### config.mk
export PLATFORM = sky130hd
export DESIGN_NAME = program_counter
export DESIGN_NICKNAME = d
export VERILOG_FILES = /design/src/rtl/program_counter.sv
export SDC_FILE = /design/constraint.sdc
export NUM_CORES = 1
export LEC_CHECK = 0
export BUFFER_PORTS_ARGS = -buffer_cell sky130_fd_sc_hd__clkbuf_2
export CAP_MARGIN = 10
export CORE_UTILIZATION = 30
export DETAILED_ROUTE_END_ITERATION = 8
export GPL_TIMING_DRIVEN = 1
export SYNTH_ARGS = -nofsm -noshare
export SYNTH_HDL_FRONTEND = slang
export SYNTH_SLANG_ARGS = --single-unit
### constraint.sdc
create_clock -name clk -period 1.4 [get_ports clk]
set_input_delay 0 -clock clk [delete_from_list [all_inputs] [get_ports clk]]
set_output_delay 0 -clock clk [all_outputs]
set_load 0.1 [all_outputs]
### src/rtl/program_counter.sv
// Fetch-stage PC register: picks the next PC from the adder, branch target or jump target under run/stall/halt control.
// Optional PC_ALIGN_CHECK_EN: word-aligns misaligned branch/jump targets and raises sticky o_misalign_err.
module program_counter #(
    parameter int                  PC_WIDTH  = 32,
    parameter logic [PC_WIDTH-1:0] RESET_PC  = '0,
    parameter int                  CNT_WIDTH = 32
) (
    input  logic                 clk,
    input  logic                 rst_n,
    input  logic                 i_run,
    input  logic                 i_stall,
    input  logic                 i_branch_taken,
    input  logic [PC_WIDTH-1:0]  i_branch_target,
    input  logic                 i_jump,
    input  logic [PC_WIDTH-1:0]  i_jump_target,
    input  logic                 i_halt,
    input  logic [PC_WIDTH-1:0]  i_pc_plus_four,
    output logic [PC_WIDTH-1:0]  o_pc,
    output logic                 o_pc_valid,
    output logic                 o_halted,
    output logic [CNT_WIDTH-1:0] o_fetch_count,
    output logic                 o_misalign_err
);

    typedef enum logic [1:0] {
        S_IDLE,
        S_RUN,
        S_HALTED
    } state_t;

    state_t              state;
    state_t              state_nxt;
    logic [PC_WIDTH-1:0] pc_nxt;
    logic [PC_WIDTH-1:0] target;
    logic                load_target;
    logic                pc_write;

    always_comb begin
        state_nxt   = state;
        pc_nxt      = o_pc;
        target      = i_jump_target;
        load_target = 1'b0;
        pc_write    = 1'b0;
        unique case (state)
            S_IDLE: begin
                if (i_run) state_nxt = S_RUN;
            end
            S_RUN: begin
                // Dropping i_run parks the fetch without touching the PC.
                if (!i_run) begin
                    state_nxt = S_IDLE;
                end else if (i_branch_taken) begin
                    target      = i_branch_target;
                    load_target = 1'b1;
                    pc_write    = 1'b1;
                end else if (i_stall) begin
                    pc_write = 1'b0;
                end else if (i_halt) begin
                    state_nxt = S_HALTED;
                end else if (i_jump) begin
                    load_target = 1'b1;
                    pc_write    = 1'b1;
                end else begin
                    pc_nxt   = i_pc_plus_four;
                    pc_write = 1'b1;
                end
            end
            default: begin
                state_nxt = state;
            end
        endcase
`ifdef PC_ALIGN_CHECK_EN
        if (load_target) pc_nxt = {target[PC_WIDTH-1:2], 2'b00};
`else
        if (load_target) pc_nxt = target;
`endif
    end

    always_ff @(posedge clk or negedge rst_n) begin
        if (!rst_n) begin
            state         <= S_IDLE;
            o_pc          <= RESET_PC;
            o_fetch_count <= '0;
        end else begin
            state <= state_nxt;
            if (pc_write) begin
                o_pc          <= pc_nxt;
                o_fetch_count <= o_fetch_count + CNT_WIDTH'(1);
            end
        end
    end

`ifdef PC_ALIGN_CHECK_EN
    logic misalign_err;

    always_ff @(posedge clk or negedge rst_n) begin
        if (!rst_n) begin
            misalign_err <= 1'b0;
        end else if (load_target && (target[1:0] != 2'b00)) begin
            misalign_err <= 1'b1;
        end
    end

    assign o_misalign_err = misalign_err;
`else
    assign o_misalign_err = 1'b0;
`endif

    assign o_pc_valid = (state == S_RUN);
    assign o_halted   = (state == S_HALTED);

endmodule
-- Word level (Yosys, flattened, before mapping)
Cells that the tools add are included.
- add/subtract/negate cells: 1
- $mul: 0
- div/mod/pow operators: 0
- $lt $le $gt $ge: 0
- equality and inequality tests: 10
- shift-type cells: 0
- multiplexer cells: 27
- bitwise logic cells: 0
- reduce and logical (&&, ||, !) cells: 6
- operators with widths (cell ; number):
    32-bit two-way mux ; 10
    32-bit by 1-bit adder with 32-bit output, second input constant ; 1
    1-bit two-way mux ; 11
    2-bit two-way mux ; 5
    3-bit inequality test, second input constant ; 3
    2-bit by 1-bit inequality test with 1-bit output, second input constant ; 4
    7-bit AND reduction ; 1
    2-bit nonzero test ; 3
    5-bit AND reduction ; 1
    2-bit one-hot mux with 2 select lines ; 1
    2-bit by 1-bit equality test with 1-bit output, second input constant ; 1
    2-bit equality test, second input constant ; 1
    2-bit zero test ; 1
    2-bit inequality test, second input constant ; 1
- register bits after elaboration: 66
- latch bits: 0
- RAM bits: 0
- memory bits (read-only): 0
- input port bits: 103
- output and inout bits: 67
- word-level logic and storage cells: 47
- memories kept: 0

-- Logic depth before layout (Yosys ltp)
Gate-level depths: netlist (run 1).
- depth in word-level cells: 8
- depth in mapped cells: 6
- gate-level depth less buffers: 4

-- Worst setup path after synthesis (run 1)
Ideal clock, no wire load.
- path kind: flip-flop to flip-flop
- from: register o_fetch_count[3]
- to: register o_fetch_count[16]
- setup time: 160 ps
- arrival time: 1997 ps
- required time: 1240 ps
- setup slack: -756 ps
- cell stages (with the launch flop): 7
- path buffers: 2
- period minus slack after synthesis: 2156 ps
- cells stage by stage: dfrtp_1 -> and4_1 -> and4_1 -> buf_6 -> buf_8 -> nand3_1 -> xnor2_1
- longest elaborated chain between the ends: 1
- RTL lines (element ; line ; source):
    start, declared ; 21 ; output logic [CNT_WIDTH-1:0] o_fetch_count,
    start signal, assigned ; 88 ; o_fetch_count <= o_fetch_count + CNT_WIDTH'(1);
    32-bit by 1-bit adder with 32-bit output ; 88 ;
No other way between the ends.
A chain may end at the register's enable or synchronous reset.

-- Worst setup path in the final report (run 1)
- from: register state[1]
- to: register o_pc[24]
- longest elaborated chain between the ends: 4
- elaborated cells between the ends (all ways): 12
- those cells by class: eq/ne (5); mux (4); reduce/logical (3)
- RTL lines (element ; line ; source):
    start, declared ; 31 ; state_t state;
    start signal, assigned ; 85 ; state <= state_nxt;
    2-bit by 1-bit equality test with 1-bit output * ; 44 ; unique case (state)
    1-bit two-way mux ; 44 ;
    2-bit by 1-bit inequality test with 1-bit output (no line) or 2-bit nonzero test (tied branches) ; -- ;
    7-bit AND reduction (no line) ; -- ;
    end signal, assigned ; 87 ; o_pc <= pc_nxt;
    end, declared ; 18 ; output logic [PC_WIDTH-1:0] o_pc,
Every way passes the cells marked *; elsewhere a longest branch is shown, timed or not.

==> results of run 1 <==
[cells by family (layout without fill, tap and decap cells)]
group | count (synthesis) | in the layout | synth area share, %
AND/OR/NAND/NOR | 128 | 128 | 20.4
AO/OA/AOI/OAI | 102 | 102 | 18.2
flip-flops | 66 | 66 | 48.5
XOR/XNOR | 31 | 31 | 7.97
buffers and inverters | 28 | 294 | 4.48
adder cells (fa/ha/maj) | 1 | 1 | 0.367
other | 1 | 1 | 0.110
[cells in the mapped netlist, types with 2 or more instances]
cell and n:
a211oi_1 32, and2_1 38, and3_1 5, and4_1 3
buf_2 8, buf_4 3, buf_6 2, clkbuf_1 12
dfrtp_1 66, inv_1 2, nand2_1 41, nand3_1 13
nand4_1 13, nor2_1 4, nor2b_1 3, nor4_1 2
o21ai_0 34, o21ai_1 30, xnor2_1 29, xor2_1 2
[layer usage]
metal | vias up | wire, um | global-route usage [%]
li1 | 1774 | - | -
met1 | 1761 | 4760 | 23.4
met2 | 173 | 5660 | 33.6
met3 | 31 | 690 | 4.64
met4 | 0 | 346 | 8.59
met5 | - | 0 | 0
[flip-flops by register name, summed over array words and instances, names as in the netlist]
register,cells
state,2
o_pc,32
o_fetch_count,32
[worst max path at each step]
| stage | start | to | slack (ps) |
|---|---|---|---|
| after CTS | state[1] | o_pc[31] | -50 |
| after global placement | state[1] | o_pc[30] | -120 |
| after global routing | state[1] | o_pc[24] | -180 |
| final | state[1] | o_pc[24] | -90 |
| after detailed placement | state[1] | o_pc[30] | -140 |
| after floorplan | o_fetch_count[3] | o_fetch_count[30] | -280 |
[metrics by stage]
step | hold WS, ps | setup slack [ps] | power (W) | utilization, % | TNS, ps
2_1_floorplan | -296 | -278 | 0.00731 | - | -4890
3_3_place_gp | 49.2 | -117 | 0.00846 | 44.3 | -3450
3_5_place_dp | 47.1 | -143 | 0.00850 | 44.3 | -5610
4_1_cts | 2.16 | -53.7 | 0.0109 | 54.0 | -1570
5_1_grt | 48.5 | -184 | 0.0114 | 54.4 | -7540
6_report | 10.5 | -86.0 | 0.0109 | 54.4 | -1560
[cell type report]
cell class | count | share of cell area, %
Timing Repair Buffer | 276 | 32.7
Sequential cell | 66 | 29.4
Clock buffer | 13 | 4.21
Clock inverter | 3 | 0.673
Multi-Input combinational cell | 263 | 30.0
Tap cell | 140 | 2.94
Inverter | 2 | 0.126
[power by group]
group	total (W)	switching, W	internal, W
Clock	0.00220	0.000778	0.00142
Combinational	0.00591	0.00477	0.00114
Sequential	0.00280	0.000345	0.00245
[worst max-delay path, cell delays in order, from the launching register on]
cell and delay (ps):
dfrtp_1 390, and3b_2 310, o21a_1 220, buf_4 190, o21ai_0 130, o21ai_1 160
[repair_timing]
action / 4_1_cts / 5_1_grt
setup endpoints to repair: 62 / 63
pin swaps: 11 / 3
resized for setup: 25 / 8
hold endpoints to repair: 100 / 0
setup buffers: 2 / 0
hold buffers: 65 / 0
gates cloned: 0 / 0
==> results_dict.tcl, run 1 <==
set metrics [dict create \
    cts_made_buffers 9 \
    io_pins 170 \
    endpoint_kind "flop" \
    fraction_of_synthesized_cell_area_taken_by_the_top_area_cell_type_pct 48.5 \
    setup_failing_eps_final 51 \
    layout-drive-gt1-share_pct 47.2 \
    fin_crit_sh_pct 106 \
    ys_types 35 \
    syn-num-nets 461 \
    run_status "finished with violations" \
    clock_insertion_delay_worst_skew_ps 320 \
    vias_per_inst 4.90 \
    regToRegEndpoint "o_pc[24]" \
    timing_hold_violations_final 0 \
    holdPathEnd "o_pc[31]" \
    final_instance_count_excl_fillers 763 \
    seqCellArea_um2 1750 \
    globalRouteOverflowTotal 0 \
    dpl-instance-area_um2 4850 \
    timing.max_cap.violations 0 \
    cts_tree "done" \
    violated_checks "setup timing" \
    cp.required_ps 1640 \
    cts.clk_slew.worst_paths_ps 60 \
    timing.hold.worst_path_depth 3 \
    die_area_um2 11800 \
    seq_area_frac_synth_pct 48.5 \
    grt_setup_unrepaired "true" \
    grt_usage_pct 19.7 \
    first_global_vias 3720 \
    fmax_mhz 673 \
    yosys_warnings 0 \
    cts-root-to-sink-buffers 2 \
    detail_route.wl_per_cell_um 15.0 \
    grt_max_degree 67 \
    grt_first_pass_wirelength_um 17800 \
    width_of_the_die_um 109 \
    timing.reg2reg.setup_slack_ps -90 \
    most_used_cells_in_the_layout_excluding_fill_and_tap_cells "clkbuf_2 (165), dlygate4sd3_1 (65), nand2_1 (40)" \
    max-slew-margin-rel_pct 61.0 \
    n_antenna_cell 0 \
    final.setup_skew_ps 7.93 \
    htree_levels 3 \
    cts-root-buf "clkbuf_16" \
    post-route-cell-area_um2 5950 \
    num-fill-cells 940 \
    cp-start-kind "flop" \
    regToRegStartpoint "state[1]" \
    drt-initial-drc-count 152 \
    multi_input_comb_area_um2 1790 \
    cell_total_after_placement 680 \
    nets 722 \
    synth-async-reset-ratio_pct 100 \
    power_density_nw_per_um2 1830 \
    period_minus_slack_ps 1490 \
    postRouteAntennaNets 0 \
    layout.cells.most_common "clkbuf_2" \
    firstDrtPassIters 5 \
    area_delta_synth_final_pct 74.6 \
    coreArea_um2 10900 \
    numClockSinks 66 \
    initial_core_util_pct 31.2 \
    post-route-worst-setup-slack_ps -86.0 \
    synth_area_leaders "dfrtp_1 (48%), xnor2_1 (7.5%), a211oi_1 (7.1%)" \
    maxSlewViolCount 0 \
    worst_slew_pin_slew_ps 585 \
    portBuffers 168 \
    synth.ff_latch_count 66 \
    dp.final_hpwl_um 7430 \
    netlist_instances 357 \
    totalWireLength_um 11500 \
    ys_dominant_reg_cell "dfrtp_1" \
    post_synth_edffs 0 \
    synth_area_per_cell_um2 9.54 \
    post_syn_area_um2 3410 \
    vias 3739 \
    hold_start "i_pc_plus_four[31]" \
    path_class "reg2reg" \
    synth_top_cell_by_area "dfrtp_1" \
    drcViolationCount 0 \
    worstPathMaxFanout 10 \
    std_cell_rows 38 \
    r2r.worst_path.cells 5 \
    peakVddDrop_mv 1.53 \
    chipHeight_um 109 \
    gp_weighted_congestion 0.788 \
    min-delay-path-class "in2reg" \
    p_leak_nw 2.77 \
    antenna_violations_before_repair 0 \
    crit_arrival_ps 1730 \
]
(Power assumes the default switching activity.)
==> run 2: changes to the inputs <==
==> constraint.sdc (replaced) <==
create_clock -name clk -period 1.8 [get_ports clk]
set_input_delay 0 -clock clk [delete_from_list [all_inputs] [get_ports clk]]
set_output_delay 0 -clock clk [all_outputs]
set_load 0.1 [all_outputs]
==> results_dict.tcl, run 2 (synthesized netlist as in run 1, its figures left out) <==
set metrics [dict create \
    max-slew-margin-rel_pct 61.6 \
    fin_crit_sh_pct 91.2 \
    final_instance_count_excl_fillers 732 \
    cts.clk_slew.worst_paths_ps 50 \
    fmax_mhz 609 \
    dp_worst_setup_slack_ps 166 \
    regToRegEndpoint "o_fetch_count[24]" \
    cp-start-kind "flop" \
    grt_first_pass_wirelength_um 16900 \
    crit_arrival_ps 1840 \
    cell_total_after_placement 652 \
    dp.final_hpwl_um 7300 \
    timing.hold.worst_path_depth 3 \
    total_power_w 0.00822 \
    gp_weighted_congestion 0.799 \
    std_cell_rows 38 \
    timing.reg2reg.setup_slack_ps 160 \
    totalWireLength_um 10900 \
    vias_per_inst 4.96 \
    layout-drive-gt1-share_pct 38.9 \
    cts-root-to-sink-buffers 2 \
    area_delta_synth_final_pct 57.0 \
    path_class "reg2reg" \
    grt_usage_pct 18.6 \
    htree_levels 3 \
    layout.cells.most_common "clkbuf_2" \
    grt_setup_unrepaired "false" \
    final.setup_skew_ps 11.3 \
    run_status "complete, no violations" \
    numClockSinks 66 \
    clock_insertion_delay_worst_skew_ps 330 \
    biggest_regs "o_fetch_count (32), o_pc (32), state (2)" \
    cpMaxStageDelayCell "o2111a_2" \
    crit_path_cell_trace "and3b_1 -> o2111a_2 -> nand4_1 -> xnor2_1" \
    timing_hold_violations_final 0 \
    setup_failing_eps_final 0 \
    firstDrtPassIters 4 \
    chipHeight_um 109 \
    antenna_violations_before_repair 0 \
    timing.max_cap.violations 0 \
    r2r.worst_path.cells 4 \
    first_global_vias 3559 \
    crit_path_start "state[1]" \
    post-route-worst-setup-slack_ps 158 \
    grt_max_degree 41 \
    crit_path_end "o_fetch_count[24]" \
    nets 691 \
    worst_slew_pin_slew_ps 579 \
    peakVddDrop_mv 1.21 \
    maxSlewViolCount 0 \
    crit_path_max_incr_delay_ps 450 \
    initial_core_util_pct 31.2 \
    power_density_nw_per_um2 1540 \
    num-fill-cells 1040 \
    io_pins 170 \
    width_of_the_die_um 109 \
    cts-root-buf "clkbuf_16" \
    coreArea_um2 10900 \
    cts_made_buffers 9 \
    p_leak_nw 2.54 \
    drt-initial-drc-count 184 \
    endpoint_kind "flop" \
    portBuffers 168 \
    globalRouteOverflowTotal 0 \
    n_antenna_cell 0 \
    most_used_cells_in_the_layout_excluding_fill_and_tap_cells "clkbuf_2 (167), dlygate4sd3_1 (64), nand2_1 (41)" \
    cp.required_ps 2000 \
    drcViolationCount 0 \
    regToRegStartpoint "state[1]" \
    vias 3634 \
    cts_post_setup_buffers_inserted 0 \
    period_minus_slack_ps 1640 \
    detail_route.wl_per_cell_um 14.9 \
    postRouteAntennaNets 0 \
    die_area_um2 11800 \
    cts_tree "done" \
    worstPathMaxFanout 14 \
    min-delay-path-class "in2reg" \
]
==> run 2: cell types whose count changed in the layout (fill, tap and decap cells not counted), moves of 3 or more <==
cell | previous run | this run
buf_6 | 3 | 0
buf_12 | 9 | 0
a211oi_1 | 11 | 32
buf_4 | 33 | 13
dfrtp_4 | 23 | 0
a211oi_2 | 19 | 0
dfrtp_2 | 7 | 29
==> run 2: through the flow <==
stage               instance area [um^2]  utilization [%]  TNS, ps  hold slack, ps
floorplan                           3450                -    -6.71            -296
global placement                    4420             40.4        0            25.8
detailed placement                  4420             40.4        0            49.4
CTS                                 5350             48.9        0            1.30
global route                        5350             48.9        0            19.0
finish                              5350             48.9        0            18.0
==> run 2: critical path: cells and delay by family (launching register included) <==
family,cells,cell delay [ps]
flops,1,410
xor+xnor,1,150
simple gates,2,510
compound gates,1,450
==> run 2: repair_timing <==
action                                  CTS  global route
hold buffers                             64             0
endpoints found under the hold margin   100             0
endpoints found under the setup margin    0             0
gates resized for setup                   0             0
==> run 2: worst min-delay path by stage <==
stage	startpoint	endpoint	slack (ps)
after floorplan	rst_n	o_fetch_count[0]	-300
after global routing	i_pc_plus_four[2]	o_pc[2]	20
after global placement	rst_n	o_fetch_count[12]	30
after CTS	i_pc_plus_four[2]	o_pc[2]	1
after detailed placement	rst_n	o_fetch_count[10]	50
final	i_pc_plus_four[12]	o_pc[12]	20
==> run 2: per-layer routing <==
layer	wire length [um]	vias to the layer above	global-route usage, %
li1	-	1716	-
met1	4640	1718	22.1
met2	5410	172	31.8
met3	652	28	4.28
met4	205	0	8.40
met5	0	-	0
==> run 2: layout make-up <==
class / count / area (um^2) / area share [%]
timing repair buffer: 245 / 1580 / 29.5
clock buffer: 13 / 250 / 4.68
inverter: 2 / 7.51 / 0.140
sequential: 66 / 1690 / 31.6
tap: 140 / 175 / 3.28
clock inverter: 3 / 40.0 / 0.749
multi-input combinational: 263 / 1610 / 30.1
==> run 2: power by group <==
group	leakage [nW]	switching, W	internal (W)
logic	1.58	0.00362	0.000717
registers	0.811	0.000276	0.00189
clock network	0.144	0.000609	0.00111
total	2.54	0.00451	0.00372
